File: src/rtl/barrel_shifter_pipe.sv
// rtl/barrel_shifter_pipe.sv - pipelined LSR/LSL/ASR/ROR barrel shifter, one register stage per shift level
// Optional SHIFT_FLAGS_EN adds out_zero / out_lost aligned with out_data.
module barrel_shifter_pipe #(
    parameter int WIDTH = 16
) (
    input  logic                     clk,
    input  logic                     rst,
    input  logic                     in_valid,
    output logic                     in_ready,
    input  logic [WIDTH-1:0]         in_data,
    input  logic [$clog2(WIDTH)-1:0] in_amt,
    input  logic [1:0]               in_mode,
    output logic                     out_valid,
    input  logic                     out_ready,
`ifdef SHIFT_FLAGS_EN
    output logic                     out_zero,
    output logic                     out_lost,
`endif
    output logic [WIDTH-1:0]         out_data
);

    localparam int SHW      = $clog2(WIDTH);
    localparam int AMT_BITS = SHW * (SHW + 1) / 2;

    localparam logic [1:0] MODE_LSR = 2'b00;
    localparam logic [1:0] MODE_LSL = 2'b01;
    localparam logic [1:0] MODE_ASR = 2'b10;

    // Stage k holds the operand before level k; stage SHW is the output register.
    logic                    adv;
    logic [SHW:0]            valid_q, valid_d;
    logic [SHW:0][WIDTH-1:0] data_q, data_d;
    logic [SHW-1:0][1:0]     mode_q, mode_d;
    logic [SHW-1:0]          sign_q, sign_d;
    // Amount bits packed triangularly: stage k keeps only its SHW-k unconsumed bits.
    logic [AMT_BITS-1:0]     amt_q, amt_d;
`ifdef SHIFT_FLAGS_EN
    logic [SHW:0]            lost_q, lost_d;
`endif

    function automatic logic [WIDTH-1:0] shift_by(input logic [WIDTH-1:0] d,
                                                  input logic [1:0] mode,
                                                  input logic sign, input int sh);
        logic [WIDTH-1:0] ones;
        ones = '1;
        case (mode)
            MODE_LSR: shift_by = d >> sh;
            MODE_LSL: shift_by = d << sh;
            MODE_ASR: shift_by = (d >> sh) | (sign ? ~(ones >> sh) : '0);
            default:  shift_by = (d >> sh) | (d << (WIDTH - sh));
        endcase
    endfunction

`ifdef SHIFT_FLAGS_EN
    function automatic logic bits_lost(input logic [WIDTH-1:0] d, input logic [1:0] mode,
                                       input int sh);
        logic [WIDTH-1:0] ones;
        ones = '1;
        case (mode)
            MODE_LSR, MODE_ASR: bits_lost = |(d & ~(ones << sh));
            MODE_LSL:           bits_lost = |(d & ~(ones >> sh));
            default:            bits_lost = 1'b0;
        endcase
    endfunction
`endif

    assign adv      = ~valid_q[SHW] | out_ready;
    assign in_ready = adv;

    assign valid_d           = {valid_q[SHW-1:0], in_valid};
    assign data_d[0]         = in_data;
    assign amt_d[SHW-1:0]    = in_amt;
    assign mode_d            = {mode_q[SHW-2:0], in_mode};
    assign sign_d            = {sign_q[SHW-2:0], in_data[WIDTH-1]};

    for (genvar k = 0; k < SHW; k++) begin : g_lvl
        localparam int SH  = 1 << (SHW - 1 - k);
        localparam int NB  = SHW - k;
        localparam int OFF = k * SHW - (k * (k - 1)) / 2;
        logic take;

        assign take          = amt_q[OFF + NB - 1];
        assign data_d[k + 1] = take ? shift_by(data_q[k], mode_q[k], sign_q[k], SH) : data_q[k];
        if (k < SHW - 1) begin : g_amt
            assign amt_d[OFF + NB +: NB - 1] = amt_q[OFF +: NB - 1];
        end
`ifdef SHIFT_FLAGS_EN
        assign lost_d[k + 1] = lost_q[k] | (take & bits_lost(data_q[k], mode_q[k], SH));
`endif
    end

    always_ff @(posedge clk) begin
        if (rst) begin
            valid_q <= '0;
            data_q  <= '0;
            amt_q   <= '0;
            mode_q  <= '0;
            sign_q  <= '0;
        end else if (adv) begin
            valid_q <= valid_d;
            data_q  <= data_d;
            amt_q   <= amt_d;
            mode_q  <= mode_d;
            sign_q  <= sign_d;
        end
    end

    assign out_valid = valid_q[SHW];
    assign out_data  = data_q[SHW];

`ifdef SHIFT_FLAGS_EN
    assign lost_d[0] = 1'b0;

    always_ff @(posedge clk) begin
        if (rst) begin
            lost_q <= '0;
        end else if (adv) begin
            lost_q <= lost_d;
        end
    end

    assign out_zero = (data_q[SHW] == '0);
    assign out_lost = lost_q[SHW];
`else
    // Without flags the output stage carries only valid and data.
`endif

endmodule

File: config.mk
export PLATFORM = sky130hd
export DESIGN_NAME = barrel_shifter_pipe
export DESIGN_NICKNAME = d
export VERILOG_FILES = /design/src/rtl/barrel_shifter_pipe.sv
export SDC_FILE = /design/constraint.sdc
export NUM_CORES = 1
export LEC_CHECK = 0
export ABC_AREA = 1
export CORE_ASPECT_RATIO = 0.6
export CORE_UTILIZATION = 60
export DETAILED_ROUTE_END_ITERATION = 6
export GPL_TIMING_DRIVEN = 0
export PLACE_DENSITY = 0.85
export SETUP_SLACK_MARGIN = 0.5
export SYNTH_ARGS = -nofsm -noshare
export SYNTH_HDL_FRONTEND = slang
export SYNTH_SLANG_ARGS = --single-unit
File: constraint.sdc
create_clock -name clk -period 4.04 [get_ports clk]
set_clock_uncertainty 0.2 [all_clocks]
set_input_delay 0.808 -clock clk [delete_from_list [all_inputs] [get_ports clk]]
set_output_delay 0.808 -clock clk [all_outputs]
set_load 0.01 [all_outputs]
==> summary.md, run 1 <==
| Metric | Value |
|---|---|
| Largest area contributor in the netlist | `dfxtp_1` |
| Hold wc startpoint | `valid_q[3]` |
| Pwr per Cell Area | `about 400 nW/µm²` |
| IO Count | `44` |
| Post-Route WL | `roughly 15000 µm` |
| Vias per cell | `between 5 and 6` |
| Hpwl dp | `11300 µm` |
| Drt pass-1 iters | `5` |
| Post-Syn Area per Cell | `6.94 µm²` |
| Num CTS Buffers | `9` |
| Post-route cell area | `around 5900 µm²` |
| Post-Syn Nets | `743` |
| Post-synth cell types | `21` |
| Hold Violations, Final | `0` |
| Crit path largest cell delay | `550 ps` |
| Final GP Congestion | `0.930` |
| Grt total ovfl | `0` |
| 1st-iter DRT viols | `about 800` |
| Worst-Margin Slew | `between 500 and 600 ps` |
| Register bit count reported by yosys | `roughly 110` |
| Most frequent CP cell | `clkdlybuf4s50_1` |
| WL/cell | `17.2 µm` |
| Layout cell share with drive strength beyond 1 | `8.76%` |
| Clock Tree Root | `clkbuf_16` |
| Ant. Diodes | `0` |
| Gr usage total | `36.4%` |
| Worst R2R Setup Slack | `~2300 ps` |
| Worst Hold Depth | `2` |
| Crit. End Element | `primary output` |
| Final setup violation count | `0` |
| Initial antenna violation count | `0` |
| Crit path DAT | `2460 ps` |
| Yosys warnings | `0` |
| Die area | `8680 µm²` |
| Commonest non-fill, non-tap cell in the layout | `o21ai_0` |
| R2R depth | `7` |
| Post-Synthesis Cells | `717` |
| Total Nets Final | `roughly 800` |
| Die Ht | `72.6 µm` |
| Register area share after synthesis | `42.6%` |
| Via count | `5188` |
| Routed Antenna Nets | `0` |
| CP Launch Type | `input pin` |
| First-pass GRT wire length | `23900 µm` |
| DP Area | `5540 µm²` |
| Starting Density | `about 63%` |
| CP Max Fanout | `10` |
| Top achievable clock speed | `288 MHz` |
| Skew-Pair Late Insertion Delay | `350 ps` |
| Slew headroom | `between 60% and 70%` |
| Hold Path Class | `reg -> reg` |
| Crit Path Category | `in -> out` |
| Mapped cell area | `4980 µm²` |
| Final std cells w/o fill | `884` |
| FILL cells | `between 600 and 700` |
| Crit path time final | `3470 ps` |
| Status | `completed` |
| Critical-path cell list | `clkdlybuf4s50_1, nor2_4, inv_2, buf_4, buf_6, clkdlybuf4s50_1` |
| Max VDD drop | `0.315 mV` |
| CTS tree | `yes` |
| Lkg Pwr | `2.30 nW` |
| Layout area overhead | `17.7%` |
| Crit path launch | `out_ready` |
| Post-route DRC | `0` |
| Synth area leaders | `dfxtp_1 (43%), o21ai_0 (16%), a21oi_1 (11%), inv_1 (6.2%), nand2_1 (5.4%)` |
| RSZ-0062 raised after global routing | `no` |
| Fin crit share | `85.8%` |
| Row cnt | `25` |
| Max-cap violation count | `0` |
| Clk sink count | `106` |
| Most frequent cells in the layout | `o21ai_0 (164), a21oi_1 (106), dfxtp_1 (106)` |
| Die Wd | `about 120 µm` |
| Max-slew violations | `0` |
| H-tree levels | `3` |
| Slowest CP cell | `clkdlybuf4s50_1` |
| Final setup TNS | `0 ps` |
| Worst EP required | `3030 ps` |
| Vias in the first global route | `4605` |
| Hold-fix buffers at CTS | `0` |
| Core area | `between 7000 and 8000 µm²` |
| DP Cell Count | `868` |
| Largest net degree at the start of global routing | `19` |
| IO Port Bufs | `43` |
| RR Startpoint | `valid_q[4]` |
| CTS max path bufs | `2` |
| Share of the synthesized area in the top cell type | `a little over two fifths` |
| Clock-pin slew on the worst setup and hold paths | `70 ps` |
-- worst max-delay path: cells and delay by family --
| kind | cells | cell delay [ps] |
|---|---|---|
| buf+inv | 5 | 1570 |
| simple gates | 1 | 80 |
-- per-stage QoR --
step | util [%] | power, mW | hold WS [ps] | worst slack [ps]
2_1_floorplan | - | 1.31 | 230 | 1670
3_3_place_gp | 69.8 | 1.40 | 244 | 424
3_5_place_dp | 69.8 | 1.41 | 253 | 396
4_1_cts | 73.7 | 2.32 | 263 | 544
5_1_grt | 73.8 | 2.40 | 301 | 531
6_report | 73.8 | 2.33 | 267 | 573
-- metal layers --
layer  GRT usage, %  wire length, µm
met5              0                0
met4           11.1              196
met3           10.6             1980
met2           48.9             5920
met1           55.0             7100
-- flip-flops by register name (all words and copies together) (netlist names) --
| register | cells |
|---|---|
| valid_q | 5 |
| sign_q | 4 |
| mode_q | 2 |
| amt_q | 10 |
| data_q | 63 |
| mode_d | 6 |
| out_data | 16 |
-- logic make-up (layout without fill, tap and decap cells) --
group,Yosys count,count (layout),share of synthesized area (%)
flip-flops,106,106,42.6
AO/OA/AOI/OAI,300,300,30.6
buffers and inverters,155,214,14.1
AND/OR/NAND/NOR,156,156,12.7
-- final timing paths --
path,end
setup / recovery,in_ready
hold / removal,valid_q[3]
hold reg to reg,valid_q[3]
setup reg to reg,data_q[60]
-- synth_stat cells (all sizes together) --
master  count
dfxtp     106
o21ai     178
a31oi      15
inv        88
buf        38
o211ai      1
a21oi     106
clkbuf     29
nand2      74
nor2       60
nand3      22
-- where the power goes --
| part | internal [mW] | switching [mW] | leakage (nW) |
|---|---|---|---|
| Sequential | 1.10 | 0.0530 | 0.869 |
| Combinational | 0.101 | 0.148 | 1.27 |
| Clock | 0.505 | 0.420 | 0.154 |
-- repair_timing --
| action | in CTS | in global routing |
|---|---|---|
| resized for setup | 2 | 1 |
| setup buffers | 0 | 0 |
| hold endpoints to repair | 0 | 0 |
| endpoints found under the setup margin | 1 | 1 |
-- cell type report --
| class | instances | area, µm² | area share (%) |
|---|---|---|---|
| Clock buffer | 10 | 239 | 4.08 |
| Buffer | 67 | 378 | 6.45 |
| Inverter | 88 | 330 | 5.64 |
| Multi-Input combinational cell | 456 | 2160 | 36.8 |
| Sequential cell | 106 | 2120 | 36.2 |
| Timing Repair Buffer | 43 | 430 | 7.34 |
| Clock inverter | 6 | 70.1 | 1.20 |
| Tap cell | 108 | 135 | 2.31 |
Note: power is estimated with default switching activity, not from simulation.
==> inputs of run 2 (changes only) <==
--- a/config.mk
+++ b/config.mk
@@ -15,3 +15,4 @@
 export SYNTH_ARGS = -nofsm -noshare
 export SYNTH_HDL_FRONTEND = slang
 export SYNTH_SLANG_ARGS = --single-unit
+export TNS_END_PERCENT = 100
==> constraint.sdc (replaced) <==
create_clock -name clk -period 4.04 [get_ports clk]
set_clock_uncertainty 0.2 [all_clocks]
set_input_delay 0.404 -clock clk [delete_from_list [all_inputs] [get_ports clk]]
set_output_delay 0.404 -clock clk [all_outputs]
set_load 0.01 [all_outputs]
==> run 2 against run 1 <==
  * Count of clock-buffer cells in the layout did not move
  * Total power grew 0.26%
  * Routed wire length grew 0.65%
  * Via count is 1.1% higher
  * Critical path depth unchanged
  * Sequential share of layout area rose by 0.054 points
  * Die area did not move
  * Clock power rose by 0.6%
  * Core utilization is 0.11 points lower
  * Global-route usage unchanged
  * Critical path type unchanged
  * Critical endpoint unchanged
  * Largest cell class unchanged
  * Largest power group unchanged
  * Highest routed layer unchanged
==> summary.md, run 2 (synthesized netlist as in run 1, its figures left out) <==
| Metric | Value |
|---|---|
| Die Ht | `72.6 µm (unchanged)` |
| 1st-iter DRT viols | `741 (-7.8%)` |
| Max-cap violation count | `0 (unchanged)` |
| Lkg Pwr | `2.29 nW (-0.24%)` |
| Post-Route WL | `15300 µm (+0.65%)` |
| Clk sink count | `106 (unchanged)` |
| Post-CTS Setup Bufs | `0 (unchanged)` |
| H-tree levels | `3 (unchanged)` |
| Final setup TNS | `0 ps (unchanged)` |
| Num CTS Buffers | `9 (unchanged)` |
| Max-slew violations | `0 (unchanged)` |
| Crit. End Element | `primary output` |
| Top achievable clock speed | `350 MHz (+21%)` |
| CP Max Fanout | `10 (unchanged)` |
| CTS tree | `yes` |
| Max VDD drop | `0.318 mV (+0.98%)` |
| Final setup violation count | `0 (unchanged)` |
| Commonest non-fill, non-tap cell in the layout | `o21ai_0` |
| Hold Violations, Final | `0 (unchanged)` |
| Final std cells w/o fill | `884 (unchanged)` |
| Number of flip-flops in the largest register | `63 (unchanged)` |
| Pwr per Cell Area | `399 nW/µm² (+0.41%)` |
| CTS max path bufs | `2 (unchanged)` |
| Slew headroom | `63.1% (+0.30 points)` |
| Layout area overhead | `17.6%` |
| Slowest CP cell | `clkdlybuf4s50_1` |
| Most frequent cells in the layout | `o21ai_0 (164), a21oi_1 (106), dfxtp_1 (106)` |
| Crit path time final | `2860 ps (-612 ps)` |
| Clock-pin slew on the worst setup and hold paths | `70 ps (about the same)` |
| Via count | `5245 (+1.1%)` |
| Hold Path Class | `reg -> reg` |
| Row cnt | `25 (unchanged)` |
| Gr usage total | `36.4% (unchanged)` |
| CP Launch Type | `input pin` |
| Crit path DAT | `2250 ps (-210 ps)` |
| Routed Antenna Nets | `0 (unchanged)` |
| Final GP Congestion | `0.930 (unchanged)` |
| Vias per cell | `5.93 (+1.1%)` |
| IO Count | `44 (unchanged)` |
| Met2 Track Usage GR | `48.9% (unchanged)` |
| Routing usage on met3 | `10.6% (unchanged)` |
| RSZ-0062 raised after global routing | `no` |
| Total Nets Final | `797 (unchanged)` |
| GR peak layer | `met1` |
| Hold-fix buffers at CTS | `0 (unchanged)` |
| Hpwl dp | `11300 µm (unchanged)` |
| Vias in the first global route | `4605 (unchanged)` |
| GR Util met1 | `55.0% (unchanged)` |
| Die Wd | `120 µm (unchanged)` |
| CTS resizes | `0 (-2)` |
| Clock Tree Root | `clkbuf_16` |
| Initial antenna violation count | `0 (unchanged)` |
| Status | `completed` |
| Largest net degree at the start of global routing | `19 (unchanged)` |
| Drt pass-1 iters | `5 (unchanged)` |
| Die area | `8680 µm² (unchanged)` |
| Fin crit share | `70.7% (-15 points)` |
| Ant. Diodes | `0 (unchanged)` |
| DP Cell Count | `868 (unchanged)` |
| Post-route DRC | `0 (unchanged)` |
| Critical-path cell list | `clkdlybuf4s50_1, nor2_4, inv_2, buf_2, buf_2, clkdlybuf4s50_1` |
| Core area | `7950 µm² (unchanged)` |
| Layout cell share with drive strength beyond 1 | `8.76% (unchanged)` |
| Starting Density | `62.6% (unchanged)` |
| Skew-Pair Late Insertion Delay | `360 ps (about the same)` |
| Crit path largest cell delay | `590 ps (+40 ps)` |
| Fin util | `73.7% (-0.11 points)` |
| Grt total ovfl | `0 (unchanged)` |
| Worst-Margin Slew | `553 ps (-4.46 ps)` |
| Top register by number of flip-flops | `data_q` |
| WL/cell | `17.3 µm (+0.65%)` |
| Crit Path Category | `in -> out` |
| Worst EP required | `3440 ps (+410 ps)` |
| IO Port Bufs | `43 (unchanged)` |
| First-pass GRT wire length | `23900 µm (unchanged)` |
## run 2: cell counts in the layout (fill, tap and decap cells not counted)
No cell type changed its count.
## run 2: worst max-delay path, delay by kind of cell
| family | cells | cell delay, ps |
|---|---|---|
| buffers and inverters | 5 | 1770 |
| and+or+nand+nor | 1 | 80 |
## run 2: path summary, 6_finish.rpt
kind                                 start      endpoint  slack (ps)  depth (start not counted)
worst max-delay path             out_ready      in_ready        1180                          6
worst min register to register  valid_q[3]    valid_q[3]         270                          2
worst min-delay path            valid_q[3]    valid_q[3]         270                          2
worst max register to register  valid_q[4]  out_data[15]        2290                          7
## run 2: power by group
part	internal (mW)	total (mW)	switching (mW)	leakage (nW)
registers	1.10	1.15	0.0534	0.869
clock network	0.505	0.931	0.426	0.154
logic	0.101	0.249	0.148	1.27
total	1.71	2.34	0.627	2.29
## run 2: layer usage
metal	wire length (µm)	share of wire (%)
met1	7160	47
met2	5910	39
met3	1910	12
met4	304	2.0
met5	0	0
## run 2: per-stage QoR
step | total power [mW] | instance area, µm² | setup WS [ps] | hold slack [ps]
CTS | 2.32 | 5850 | 1200 | 263
global placement | 1.40 | 5540 | 1230 | 244
global route | 2.40 | 5850 | 1120 | 301
detailed placement | 1.41 | 5540 | 1200 | 253
floorplan | 1.31 | 4980 | 2460 | 230
finish | 2.34 | 5850 | 1180 | 266
## run 2: area by class of cell
| cell class | count | area, µm² |
|---|---|---|
| buffer | 67 | 369 |
| clock buffer | 10 | 239 |
| clock inverter | 6 | 70.1 |
| fill | 659 | 2090 |
| inverter | 88 | 330 |
| multi-input combinational | 456 | 2160 |
| sequential | 106 | 2120 |
| tap | 108 | 135 |
| timing repair buffer | 43 | 430 |
==> inputs of run 3 (changes only) <==
--- a/config.mk
+++ b/config.mk
@@ -7,10 +7,10 @@
 export LEC_CHECK = 0
 export ABC_AREA = 1
 export CORE_ASPECT_RATIO = 0.6
-export CORE_UTILIZATION = 60
+export CORE_UTILIZATION = 58
 export DETAILED_ROUTE_END_ITERATION = 6
 export GPL_TIMING_DRIVEN = 0
-export PLACE_DENSITY = 0.85
+export PLACE_DENSITY = 0.82
 export SETUP_SLACK_MARGIN = 0.5
 export SYNTH_ARGS = -nofsm -noshare
 export SYNTH_HDL_FRONTEND = slang
==> constraint.sdc (replaced) <==
create_clock -name clk -period 2.8 [get_ports clk]
set_clock_uncertainty 0.2 [all_clocks]
set_input_delay 0.28 -clock clk [delete_from_list [all_inputs] [get_ports clk]]
set_output_delay 0.28 -clock clk [all_outputs]
set_load 0.01 [all_outputs]
==> run 3 against run 2 <==
  * Core utilization decreased by 1.5 points
  * Cell count increased by 0.23%
  * Cell area about the same
  * Sequential power increased by 45%
  * Register-to-register slack got worse by 1200 ps
  * First-iteration DRC count increased by 13%
  * Sequential cell count unchanged
  * Clock power increased by 31%
  * Routed wire length increased by 0.67%
  * Via count increased by 0.84%
  * Critical path type unchanged
  * Critical endpoint unchanged
  * Highest routed layer unchanged
==> summary.md, run 3 (synthesized netlist as in run 1, its figures left out) <==
| Metric | Value |
|---|---|
| Crit path largest cell delay | `500 ps (-90 ps)` |
| WHS | `278 ps (+12.2 ps)` |
| Grt total ovfl | `0 (unchanged)` |
| Slew headroom | `63.8% (+0.62 points)` |
| Clock Tree Root | `clkbuf_16` |
| Crit path launch | `out_ready` |
| Status | `completed` |
| Drt pass-1 iters | `5 (unchanged)` |
| Crit path time final | `about 1900 ps` |
| Routing usage on met3 | `11.8% (+1.2 points)` |
| Lkg Pwr | `2.28 nW (-0.54%)` |
| FILL cells | `703 (+6.7%)` |
| First-pass GRT wire length | `24200 µm (+1.3%)` |
| Number of buffers and inverters on the critical path | `5 (unchanged)` |
| H-tree levels | `3 (unchanged)` |
| Fin crit share | `between 60% and 70%` |
| CTS max path bufs | `2 (unchanged)` |
| Top achievable clock speed | `514 MHz` |
| Starting Density | `61.4% (-1.2 points)` |
| Hpwl dp | `11400 µm (+1.2%)` |
| Core area | `8100 µm² (+2.0%)` |
| Commonest non-fill, non-tap cell in the layout | `o21ai_0` |
| Footprint of the multi-input gates | `2160 µm² (unchanged)` |
| Vias per cell | `5.97 (+0.61%)` |
| Crit. End Element | `primary output` |
| Max VDD drop | `0.374 mV (+17%)` |
| IO Count | `44 (unchanged)` |
| Num CTS Buffers | `9 (unchanged)` |
| Delay-heaviest family, CP | `buffers and inverters` |
| Top register by number of flip-flops | `data_q` |
| Crit path capture | `in_ready` |
| GR peak layer | `met1` |
| Die Wd | `122 µm (+1.7%)` |
| Crit Path Category | `in -> out` |
| Final setup violation count | `0 (unchanged)` |
| Post-route DRC | `0 (unchanged)` |
| Crit path DAT | `1470 ps (-780 ps)` |
| Worst EP required | `2320 ps (-1120 ps)` |
| Max-slew violations | `0 (unchanged)` |
| WL/cell | `17.4 µm (+0.44%)` |
| Final setup TNS | `0 ps (unchanged)` |
| Total Nets Final | `798 (+0.13%)` |
| Critical-path cell list | `clkdlybuf4s50_1, nor2_4, inv_2, buf_6, buf_6, dlymetal6s2s_1` |
| Post-layout worst setup margin | `855 ps (-330 ps)` |
| CP Launch Type | `input pin` |
| Via count | `5289 (+0.84%)` |
| RR Startpoint | `amt_q[9]` |
| DP Area | `5540 µm² (unchanged)` |
| Max-cap violation count | `0 (unchanged)` |
| Worst R2R Setup Slack | `1080 ps (-1210 ps)` |
| IO Port Bufs | `43 (unchanged)` |
| Vias in the first global route | `4594 (-0.24%)` |
| CP Max Fanout | `10 (unchanged)` |
| RR Endpoint | `out_data[15]` |
| Layout cell share with drive strength beyond 1 | `8.75% (-0.011 points)` |
| Die Ht | `73.8 µm (+1.7%)` |
| CP Depth | `6 (unchanged)` |
| Hold Path Class | `reg -> reg` |
| Gr usage total | `36.1% (-0.27 points)` |
| Met2 Track Usage GR | `49.6% (+0.68 points)` |
| Skew-Pair Late Insertion Delay | `350 ps (about the same)` |
| Slowest CP cell | `clkdlybuf4s50_1` |
| Pwr per Cell Area | `555 nW/µm² (+39%)` |
| Worst slack, placed | `247 ps (-957 ps)` |
| Post-route cell area | `5850 µm² (about the same)` |
| Worst-Margin Slew | `544 ps (-9.28 ps)` |
| RSZ-0062 raised after global routing | `no` |
| GR Util met1 | `54.1% (-0.90 points)` |
| Hold Violations, Final | `0 (unchanged)` |
| Die area | `8970 µm² (+3.4%)` |
| Clock-pin slew on the worst setup and hold paths | `70 ps (about the same)` |
| Routed Antenna Nets | `0 (unchanged)` |
| Largest net degree at the start of global routing | `19 (unchanged)` |
| Clk sink count | `106 (unchanged)` |
| Storage cell area | `2120 µm² (unchanged)` |
| Most frequent CP cell | `buf_6` |
| Post-Route WL | `15400 µm (+0.67%)` |
| Initial antenna violation count | `0 (unchanged)` |
| Most frequent cells in the layout | `o21ai_0 (164), a21oi_1 (106), dfxtp_1 (106)` |
| R2R depth | `4 (-3)` |
| Final GP Congestion | `0.931 (+0.19%)` |
| Layout area overhead | `17.5% (about the same)` |
| 1st-iter DRT viols | `839 (+13%)` |
| Row cnt | `25 (unchanged)` |
| CTS tree | `yes` |
| Number of flip-flops in the largest register | `63 (unchanged)` |
==> run 3: cell types whose count changed in the layout (fill, tap and decap cells not counted), sizes merged <==
cell           previous run  this run
dlymetal6s2s              0         1
bufinv                    1         0
buf                      38        39
clkinvlp                  0         2
clkdlybuf4s50            43        42
inv                      91        90
diode                     0         1
==> run 3: worst min path at each step <==
| stage | startpoint | end | cells past startpoint |
|---|---|---|---|
| after floorplan | rst | valid_q[4] | 1 |
| after global placement | valid_q[2] | valid_q[2] | 2 |
| after detailed placement | valid_q[3] | valid_q[3] | 2 |
| after CTS | valid_q[3] | valid_q[3] | 2 |
| after global routing | valid_q[3] | valid_q[3] | 2 |
| final | valid_q[3] | valid_q[3] | 2 |
==> run 3: worst reg2reg max path, cell delays in order, from the launching register on <==
cell and delay, ps:
dfxtp_1 540, clkbuf_1 470, o21ai_0 170, a21oi_1 190, nor2_1 50
==> run 3: final cells by class <==
| type | count | area share (%) |
|---|---|---|
| Multi-Input combinational cell | 456 | 36.9 |
| Tap cell | 108 | 2.31 |
| Clock buffer | 10 | 3.92 |
| Sequential cell | 106 | 36.3 |
| Buffer | 67 | 6.53 |
| Antenna cell | 1 | 0.0428 |
| Inverter | 88 | 5.65 |
| Timing Repair Buffer | 44 | 7.53 |
| Clock inverter | 6 | 0.856 |
==> run 3: metrics by stage <==
stage / instances / utilization, % / total power [mW]
2_1_floorplan: 717 / - / 1.89
3_3_place_gp: 868 / 68.4 / 2.03
3_5_place_dp: 868 / 68.4 / 2.04
4_1_cts: 885 / 72.1 / 3.23
5_1_grt: 885 / 72.1 / 3.35
6_report: 886 / 72.2 / 3.25
==> run 3: power by group <==
group | leakage, nW | switching [mW] | internal [mW]
combinational | 1.28 | 0.215 | 0.147
clock | 0.130 | 0.603 | 0.614
sequential | 0.869 | 0.0773 | 1.59
==> run 3: routing by layer <==
metal / routed length, µm / vias to the layer above
met5: 0 / -
met4: 145 / 0
met3: 2090 / 19
met2: 6090 / 318
met1: 7060 / 2486
li1: - / 2466
==> run 3: timing repair <==
item,in CTS,in global routing
setup endpoints to repair,1,1
gates resized for setup,4,1
gates cloned,0,0
setup buffers,1,0
hold buffers,0,0
pin swaps,1,0
